[src/rtl/cdc_pkg.sv]
// Shared definitions for the clock-domain-crossing handshake blocks.
// The transmitter FSM and every synchronizer instance use the same state
// encoding and agree on the legal synchronizer depth range.
package cdc_pkg;

  // Synchronizer depth limits. Two flops is the minimum for a useful MTBF.
  // Beyond four flops, extra latency buys nothing at our clock rates.
  localparam int SYNC_STAGES_MIN = 2;
  localparam int SYNC_STAGES_MAX = 4;

  // Transmitter state encoding. The code 2'd3 is unused and decodes as IDLE.
  localparam logic [1:0] ST_IDLE       = 2'd0;
  localparam logic [1:0] ST_WAIT_ACK_H = 2'd1;
  localparam logic [1:0] ST_WAIT_ACK_L = 2'd2;

  typedef enum logic [1:0] {
    IDLE       = ST_IDLE,
    WAIT_ACK_H = ST_WAIT_ACK_H,
    WAIT_ACK_L = ST_WAIT_ACK_L
  } state_e;

  // True for IDLE and for the unused code. A corrupted state register
  // therefore behaves as idle and never holds req_out high.
  function automatic logic is_idle(input state_e s);
    return (s != WAIT_ACK_H) && (s != WAIT_ACK_L);
  endfunction

  // Forces a requested synchronizer depth into the legal range. An
  // out-of-range parameter then still gives a working chain of known depth.
  function automatic int clamp_stages(input int n);
    if (n < SYNC_STAGES_MIN) return SYNC_STAGES_MIN;
    if (n > SYNC_STAGES_MAX) return SYNC_STAGES_MAX;
    return n;
  endfunction

endpackage

[src/rtl/cdc_sync_bit.sv]
// N-stage single-bit synchronizer. It brings an asynchronous level into the
// clk_in domain. The receiver side reuses it for its req input.
// Only the last stage may be used by downstream logic. The earlier stages
// can go metastable.
module cdc_sync_bit
  import cdc_pkg::*;
#(
  parameter int STAGES = 2
) (
  input  logic clk_in,
  input  logic rst,
  input  logic i_async,
  output logic o_sync
);

  localparam int L_STAGES = clamp_stages(STAGES);

  logic [L_STAGES-1:0] r_sync;

  // Shift the asynchronous level through the chain; bit 0 samples the input.
  // NOTE: sequential state is written with non-blocking assignments only, so
  // every flop samples the pre-edge value of its neighbour and the chain
  // really is L_STAGES flops deep rather than collapsing into one.
  always_ff @(posedge clk_in or posedge rst) begin
    if (rst) begin
      r_sync <= '0;
    end else begin
      r_sync <= {r_sync[L_STAGES-2:0], i_async};
    end
  end

  assign o_sync = r_sync[L_STAGES-1];

endmodule

[src/rtl/cdc_handshake_tx.sv]
// Source-domain transmitter of a 4-phase req/ack handshake.
// A word accepted on valid_in/ready_out is registered onto data_out. The
// word is held there while req_out goes high. The destination answers with
// ack_in. req_out drops once the synchronized ack is seen. A new word is
// accepted only after ack has returned to zero.
// All outputs come straight from flops or from a small function of flops.
// No output has a combinational path from ack_in or valid_in.
module cdc_handshake_tx
  import cdc_pkg::*;
#(
  parameter int DATA_W      = 8,
  parameter int SYNC_STAGES = 2
) (
  input  logic              clk_in,
  input  logic              rst,
  input  logic [DATA_W-1:0] data_in,
  input  logic              valid_in,
  output logic              ready_out,
  output logic [DATA_W-1:0] data_out,
  output logic              req_out,
  input  logic              ack_in,
  output logic              busy_out
);

  localparam int L_STAGES = clamp_stages(SYNC_STAGES);

  state_e            r_state;
  state_e            w_state_nxt;
  logic              r_req;
  logic              w_req_nxt;
  logic [DATA_W-1:0] r_data;
  logic [DATA_W-1:0] w_data_nxt;
  logic              w_ack_sync;
  logic              w_idle;
  logic              w_accept;

  // ack_in comes from the destination clock domain. Only the synchronized
  // copy may influence any state here.
  cdc_sync_bit #(
    .STAGES (L_STAGES)
  ) u_ack_sync (
    .clk_in  (clk_in),
    .rst     (rst),
    .i_async (ack_in),
    .o_sync  (w_ack_sync)
  );

  assign w_idle = is_idle(r_state);

  // A stale or erroneous ack seen while idle blocks new words. Starting a
  // request before ack has returned low would break the 4-phase pairing.
  assign ready_out = w_idle && !w_ack_sync;
  assign w_accept  = valid_in && ready_out;

  // Next-state, next-request and next-data decisions for the handshake FSM.
  // NOTE: every signal written here receives a default first. Without it, a
  // branch that leaves a signal unassigned would infer a latch.
  always_comb begin
    w_state_nxt = r_state;
    w_req_nxt   = r_req;
    w_data_nxt  = r_data;
    case (r_state)
      WAIT_ACK_H: begin
        // Hold req and the word until the destination acknowledges.
        w_req_nxt = 1'b1;
        if (w_ack_sync) begin
          w_req_nxt   = 1'b0;
          w_state_nxt = WAIT_ACK_L;
        end
      end
      WAIT_ACK_L: begin
        // req is already low. Wait for ack to return to zero, which completes
        // the return-to-zero half of the handshake.
        w_req_nxt = 1'b0;
        if (!w_ack_sync) begin
          w_state_nxt = IDLE;
        end
      end
      default: begin
        // IDLE and the unused code. Normalise the state and keep req low
        // until a word is accepted.
        w_state_nxt = IDLE;
        w_req_nxt   = 1'b0;
        if (w_accept) begin
          w_data_nxt  = data_in;
          w_req_nxt   = 1'b1;
          w_state_nxt = WAIT_ACK_H;
        end
      end
    endcase
  end

  // State, request and data registers. Reset clears req_out asynchronously,
  // so a mid-transfer reset drops the request at once.
  always_ff @(posedge clk_in or posedge rst) begin
    if (rst) begin
      r_state <= IDLE;
      r_req   <= 1'b0;
      r_data  <= '0;
    end else begin
      r_state <= w_state_nxt;
      r_req   <= w_req_nxt;
      r_data  <= w_data_nxt;
    end
  end

  assign req_out  = r_req;
  assign data_out = r_data;
  assign busy_out = !w_idle;

endmodule
[config.mk]
export PLATFORM = sky130hd
export DESIGN_NAME = cdc_handshake_tx
export DESIGN_NICKNAME = d
export VERILOG_FILES = /design/src/rtl/cdc_pkg.sv /design/src/rtl/cdc_sync_bit.sv /design/src/rtl/cdc_handshake_tx.sv
export SDC_FILE = /design/constraint.sdc
export NUM_CORES = 1
export LEC_CHECK = 0
export CORE_AREA = 2 2 39 41
export CTS_CLUSTER_SIZE = 25
export DETAILED_ROUTE_END_ITERATION = 8
export DIE_AREA = 0 0 41 43
export GPL_TIMING_DRIVEN = 1
export PLACE_DENSITY = 0.78
export SETUP_SLACK_MARGIN = 0.05
export SYNTH_ARGS = -nofsm -noshare
export SYNTH_HDL_FRONTEND = slang
export SYNTH_SLANG_ARGS = --single-unit
[constraint.sdc]
create_clock -name clk_in -period 2.55 [get_ports clk_in]
set_input_delay 0.51 -clock clk_in [delete_from_list [all_inputs] [get_ports clk_in]]
set_output_delay 0.51 -clock clk_in [all_outputs]
set_load 0.01 [all_outputs]
Word level (Yosys, flattened, before mapping)
Index checks and enable logic that the tools add are counted.
- latch bits: 0
- RAM bits: 0
- bits in registers: 13
- memories kept: 0
- bits in read-only memories: 0
- output and inout port bits: 11
- input port bits: 12
- multiply operators: 0
- shift-type cells: 0
- reductions and logical operators: 8
- div/mod/pow operators: 0
- bitwise gates (word level): 1
- mux-type cells: 7
- $lt $le $gt $ge: 0
- $add $sub $neg: 0
- equality and inequality tests: 6
- operators with widths (operator ; count):
    $mux W2 ; 2
    $ne A2 B1 Y1 const B ; 2
    $ne A2 B2 Y1 const B ; 2
    $pmux W2 S2 ; 1
    $reduce_and A2 Y1 ; 2
    $logic_and A1 B1 Y1 ; 3
    $mux W1 ; 3
    $eq A2 B1 Y1 const B ; 1
    $eq A2 B2 Y1 const B ; 1
    $logic_not A1 Y1 ; 2
    $pmux W1 S2 ; 1
    $reduce_or A2 Y1 ; 1
    $not A1 Y1 ; 1

Depth between registers and ports, before layout
- word-level depth: 6
- mapped depth: 4
- mapped depth without buffers: 4

By module
A second synthesis with hierarchy kept.
- cells, all modules: 36
- area total of the unflattened synthesis: 536.8 µm²
- by module, submodules not included (module ; times used ; area each (µm²) ; cells an instance):
    cdc_handshake_tx ; 1 ; 483.0 ; 33
    cdc_sync_bit ; 1 ; 53.8 ; 3

Worst setup path after synthesis
OpenSTA, ideal clock, no wires.
- path type: flip-flop to output port
- from: reg r_state[0]
- to: out ready_out
- path buffers: 0
- cell stages (with the launch flop): 5
- arrival: 1.051 ns
- path slack: 0.989 ns
- path through: dfrtp_1 > inv_1 > ha_1 > inv_1 > nor2_1
- word-level cells in the longest chain between the ends: 3
- elaborated cells between the ends (all ways): 4
- those cells by class: 2 x eq/ne; 2 x reduce/logical
- RTL lines (item ; RTL line ; RTL):
    start: declaration ; cdc_handshake_tx.sv:27 ; state_e r_state;
    start signal: assignment ; cdc_handshake_tx.sv:101 ; r_state <= w_state_nxt;
    $ne A2 B1 Y1 or $ne A2 B2 Y1 (tied branches) ; cdc_pkg.sv:25 ; return (s != WAIT_ACK_H) && (s != WAIT_ACK_L);
    $logic_and A1 B1 Y1 * ; cdc_pkg.sv:25 ;
    $logic_and A1 B1 Y1 * ; cdc_handshake_tx.sv:52 ; assign ready_out = w_idle && !w_ack_sync;
    end: declaration ; cdc_handshake_tx.sv:18 ; output logic ready_out,
Every way passes the cells marked *; elsewhere a longest branch is shown, timed or not.

Worst setup path after layout
Same ends and word-level chain as after synthesis.

==> results.json <==
{
  "worst_pin_slew_ns": 0.464,
  "final_hold_viol_count": 0,
  "cp_num_buf_inv": 3,
  "worst_skew_pair.late_latency_ns": 0.26,
  "synth_commonest_cells": "13 x sky130_fd_sc_hd__dfrtp_1, 9 x sky130_fd_sc_hd__mux2_2, 4 x sky130_fd_sc_hd__inv_1",
  "drtIter0Drc": 1,
  "antennaDiodeCount": 0,
  "clock_path_buffers": 2,
  "setup.worst_path.class": "reg -> out",
  "setup_viol": 0,
  "most_frequent_cell_after_synthesis": "sky130_fd_sc_hd__dfrtp_1",
  "path_cells": "inv_1, ha_1, inv_1, nor2_1, clkdlybuf4s50_1",
  "vias_per_cell": 4.48,
  "seq_area_frac_synth": 0.610,
  "globalplace.congestion": 0.538,
  "fraction_of_layout_cells_with_a_size_suffix_above_1": 0.213,
  "syn_area_sq_um": 533,
  "power_per_cell_area_nw_per_um2": 1120,
  "wire_length_of_the_first_global_routing_pass_mm": 1.26,
  "antenna_found_initial": 0,
  "power.share.combinational": 0.493,
  "num_io_pins": 23,
  "rsz0062_at_grt": "false",
  "ff_latch_count_synth": 13,
  "yosysTopAreaCellShare": 0.610,
  "via_count": 345,
  "synth_area_leader_cell": "sky130_fd_sc_hd__dfrtp_1",
  "slowest_delay_ns": 0.54,
  "r2r_start": "r_state[0]",
  "fmax_mhz": 438,
  "core_region_area_sq_um": 1380,
  "crit_path_end_kind": "output pin",
  "floorplan.initialDensity": 0.385,
  "worstSetupStartpoint": "r_state[0]",
  "status": "complete, no violations",
  "crit_top_cell": "sky130_fd_sc_hd__inv_1",
  "power_frac_seq": 0.373,
  "cell_internal_pwr_w": 0.000627,
  "die_area_sq_um": 1760,
  "cts_hold_buffers": 0,
  "netlist_instances": 35,
  "power_dissipated_by_switching_net_loads_w": 0.000268,
  "postRouteAntennaNets": 0,
  "start_kind": "flip-flop",
  "die_height_microns": 43,
  "reg2reg_slack_ns": 1.11,
  "final-max-slew-violation-count": 0,
  "period_share": 0.896,
  "cts.reportedPaths.clkPinSlew_ns": 0.07,
  "final_standard_cell_utilization_of_the_core": 0.578,
  "worstHoldStart": "u_ack_sync.r_sync[0]",
  "static-leakage-power_nw": 0.366,
  "top_cells_by_area_synth": "sky130_fd_sc_hd__dfrtp_1 61%, sky130_fd_sc_hd__mux2_2 19%, sky130_fd_sc_hd__ha_1 7.0%",
  "grt_max_degree": 14,
  "count_of_different_cell_masters_after_synthesis": 8,
  "placement_rows": 14,
  "post_cts_setup_buffers": 0,
  "worst_ep_required_time_ns": 2.04,
  "hold_path_class": "reg -> reg",
  "power.share.clock": 0.134,
  "setup_total_negative_slack_ns": 0,
  "clock-sinks": 13,
  "routedWlPerCell_microns": 10.2,
  "max-vdd-ir-drop_uv": 537,
  "sw_frac_of_total": 0.300,
  "crit_slowest_cell": "sky130_fd_sc_hd__clkdlybuf4s50_1",
  "crit_family": "buffers and inverters",
  "finClkSkew_ns": 0.000428,
  "global_route.overflow_total": 0,
  "totalWireLength_microns": 784,
  "area_growth_pct": 50.0,
  "layout.filler_cells": 134,
  "relative_max_transition_margin": 0.690,
  "holdWs_ns": 0.357,
  "cts_inserted_buffers": 3,
  "top_fanout_value_on_the_critical_path": 3,
  "min_period_ns": 2.29,
  "place.port_buffers": 22,
  "total_number_of_h_tree_levels": 1,
  "cts_root_buffer": "sky130_fd_sc_hd__clkbuf_4",
  "layout.nets": 77,
  "cts_tree": "yes",
  "synth_edf_count": 0,
  "critPathArrivalTime_ns": 1.78,
  "grt_total_usage": 0.106,
  "grt_pass1_vias": 321,
  "yosys_warnings": 0,
  "timing.max_cap.violations": 0,
  "synthFlopType": "sky130_fd_sc_hd__dfrtp_1",
  "synth_async_sr_flop_share": 1.00,
  "synth_fp_nets": 50,
  "horizontal_extent_of_the_die_microns": 41,
  "post_cts_resize_count": 0,
  "drc_errors": 0,
  "synth_area_per_cell_sq_um": 15.2,
  "drt_pre_antenna_iters": 2
}
==> stage by stage <==
| step | area, sq um | std cells | total power (W) | worst slack, ns |
|---|---|---|---|---|
| after global placement | 773 | 73 | 0.000775 | 0.573 |
| after CTS | 800 | 77 | 0.000915 | 0.234 |
| after global routing | 800 | 77 | 0.000959 | 0.140 |
| after floorplan | 533 | 35 | 0.000560 | 0.989 |
| after detailed placement | 773 | 73 | 0.000787 | 0.542 |
| final | 800 | 77 | 0.000895 | 0.265 |
==> flip-flops by register name, summed over array words and instances, names as in the netlist <==
signal             flops
data_out               8
r_state                2
u_ack_sync.r_sync      2
req_out                1
==> power by group through the flow <==
stage               Combinational (W)  Sequential (W)  Clock (W)
global placement             0.000440        0.000335          0
finish                       0.000441        0.000334   0.000120
floorplan                    0.000190        0.000370          0
detailed placement           0.000448        0.000339          0
CTS                          0.000450        0.000336   0.000129
global route                 0.000481        0.000344   0.000134
==> per-layer routing <==
metal  vias to the layer above  track usage  wire [microns]
li1                        172            -               -
met1                       159        0.143             344
met2                        14        0.156             380
met3                         0       0.0314              59
met4                         0       0.0400               0
met5                         -            0               0
==> cell families (layout without fill, tap and decap cells) <==
kind of cell / after synthesis / count (layout) / share of synthesized area
compound gates: 1 / 1 / 0.0117
fa+ha+maj: 3 / 3 / 0.0704
buf+inv: 4 / 30 / 0.0282
flops: 13 / 13 / 0.610
mux: 11 / 11 / 0.228
simple gates: 3 / 3 / 0.0516
==> cell usage in the layout (no fill, tap or decap), types with 2 or more instances in the layout <==
cell type,synthesis,routed
sky130_fd_sc_hd__mux2i_1,2,2
sky130_fd_sc_hd__ha_1,3,3
sky130_fd_sc_hd__nor2_1,2,2
sky130_fd_sc_hd__inv_1,4,4
sky130_fd_sc_hd__clkdlybuf4s50_1,0,22
sky130_fd_sc_hd__clkbuf_4,0,3
sky130_fd_sc_hd__dfrtp_1,13,13
sky130_fd_sc_hd__mux2_2,9,9
==> worst paths after layout <==
path                                         to  cells past startpoint
max in group asynchronous           data_out[6]                      2
max reg2reg                         data_out[5]                      4
max                                   ready_out                      5
min reg2reg                u_ack_sync.r_sync[1]                      0
min in group asynchronous  u_ack_sync.r_sync[0]                      2
min                        u_ack_sync.r_sync[1]                      0
==> final cells by class <==
cell class | count | area [sq um] | share of cell area
clock buffers | 4 | 26.3 | 0.0329
inverters | 4 | 15.0 | 0.0188
multi-input cells | 18 | 193 | 0.241
flip-flops and latches | 13 | 325 | 0.407
well taps | 16 | 20.0 | 0.0250
repair buffers | 22 | 220 | 0.275
(Power assumes the default switching activity.)
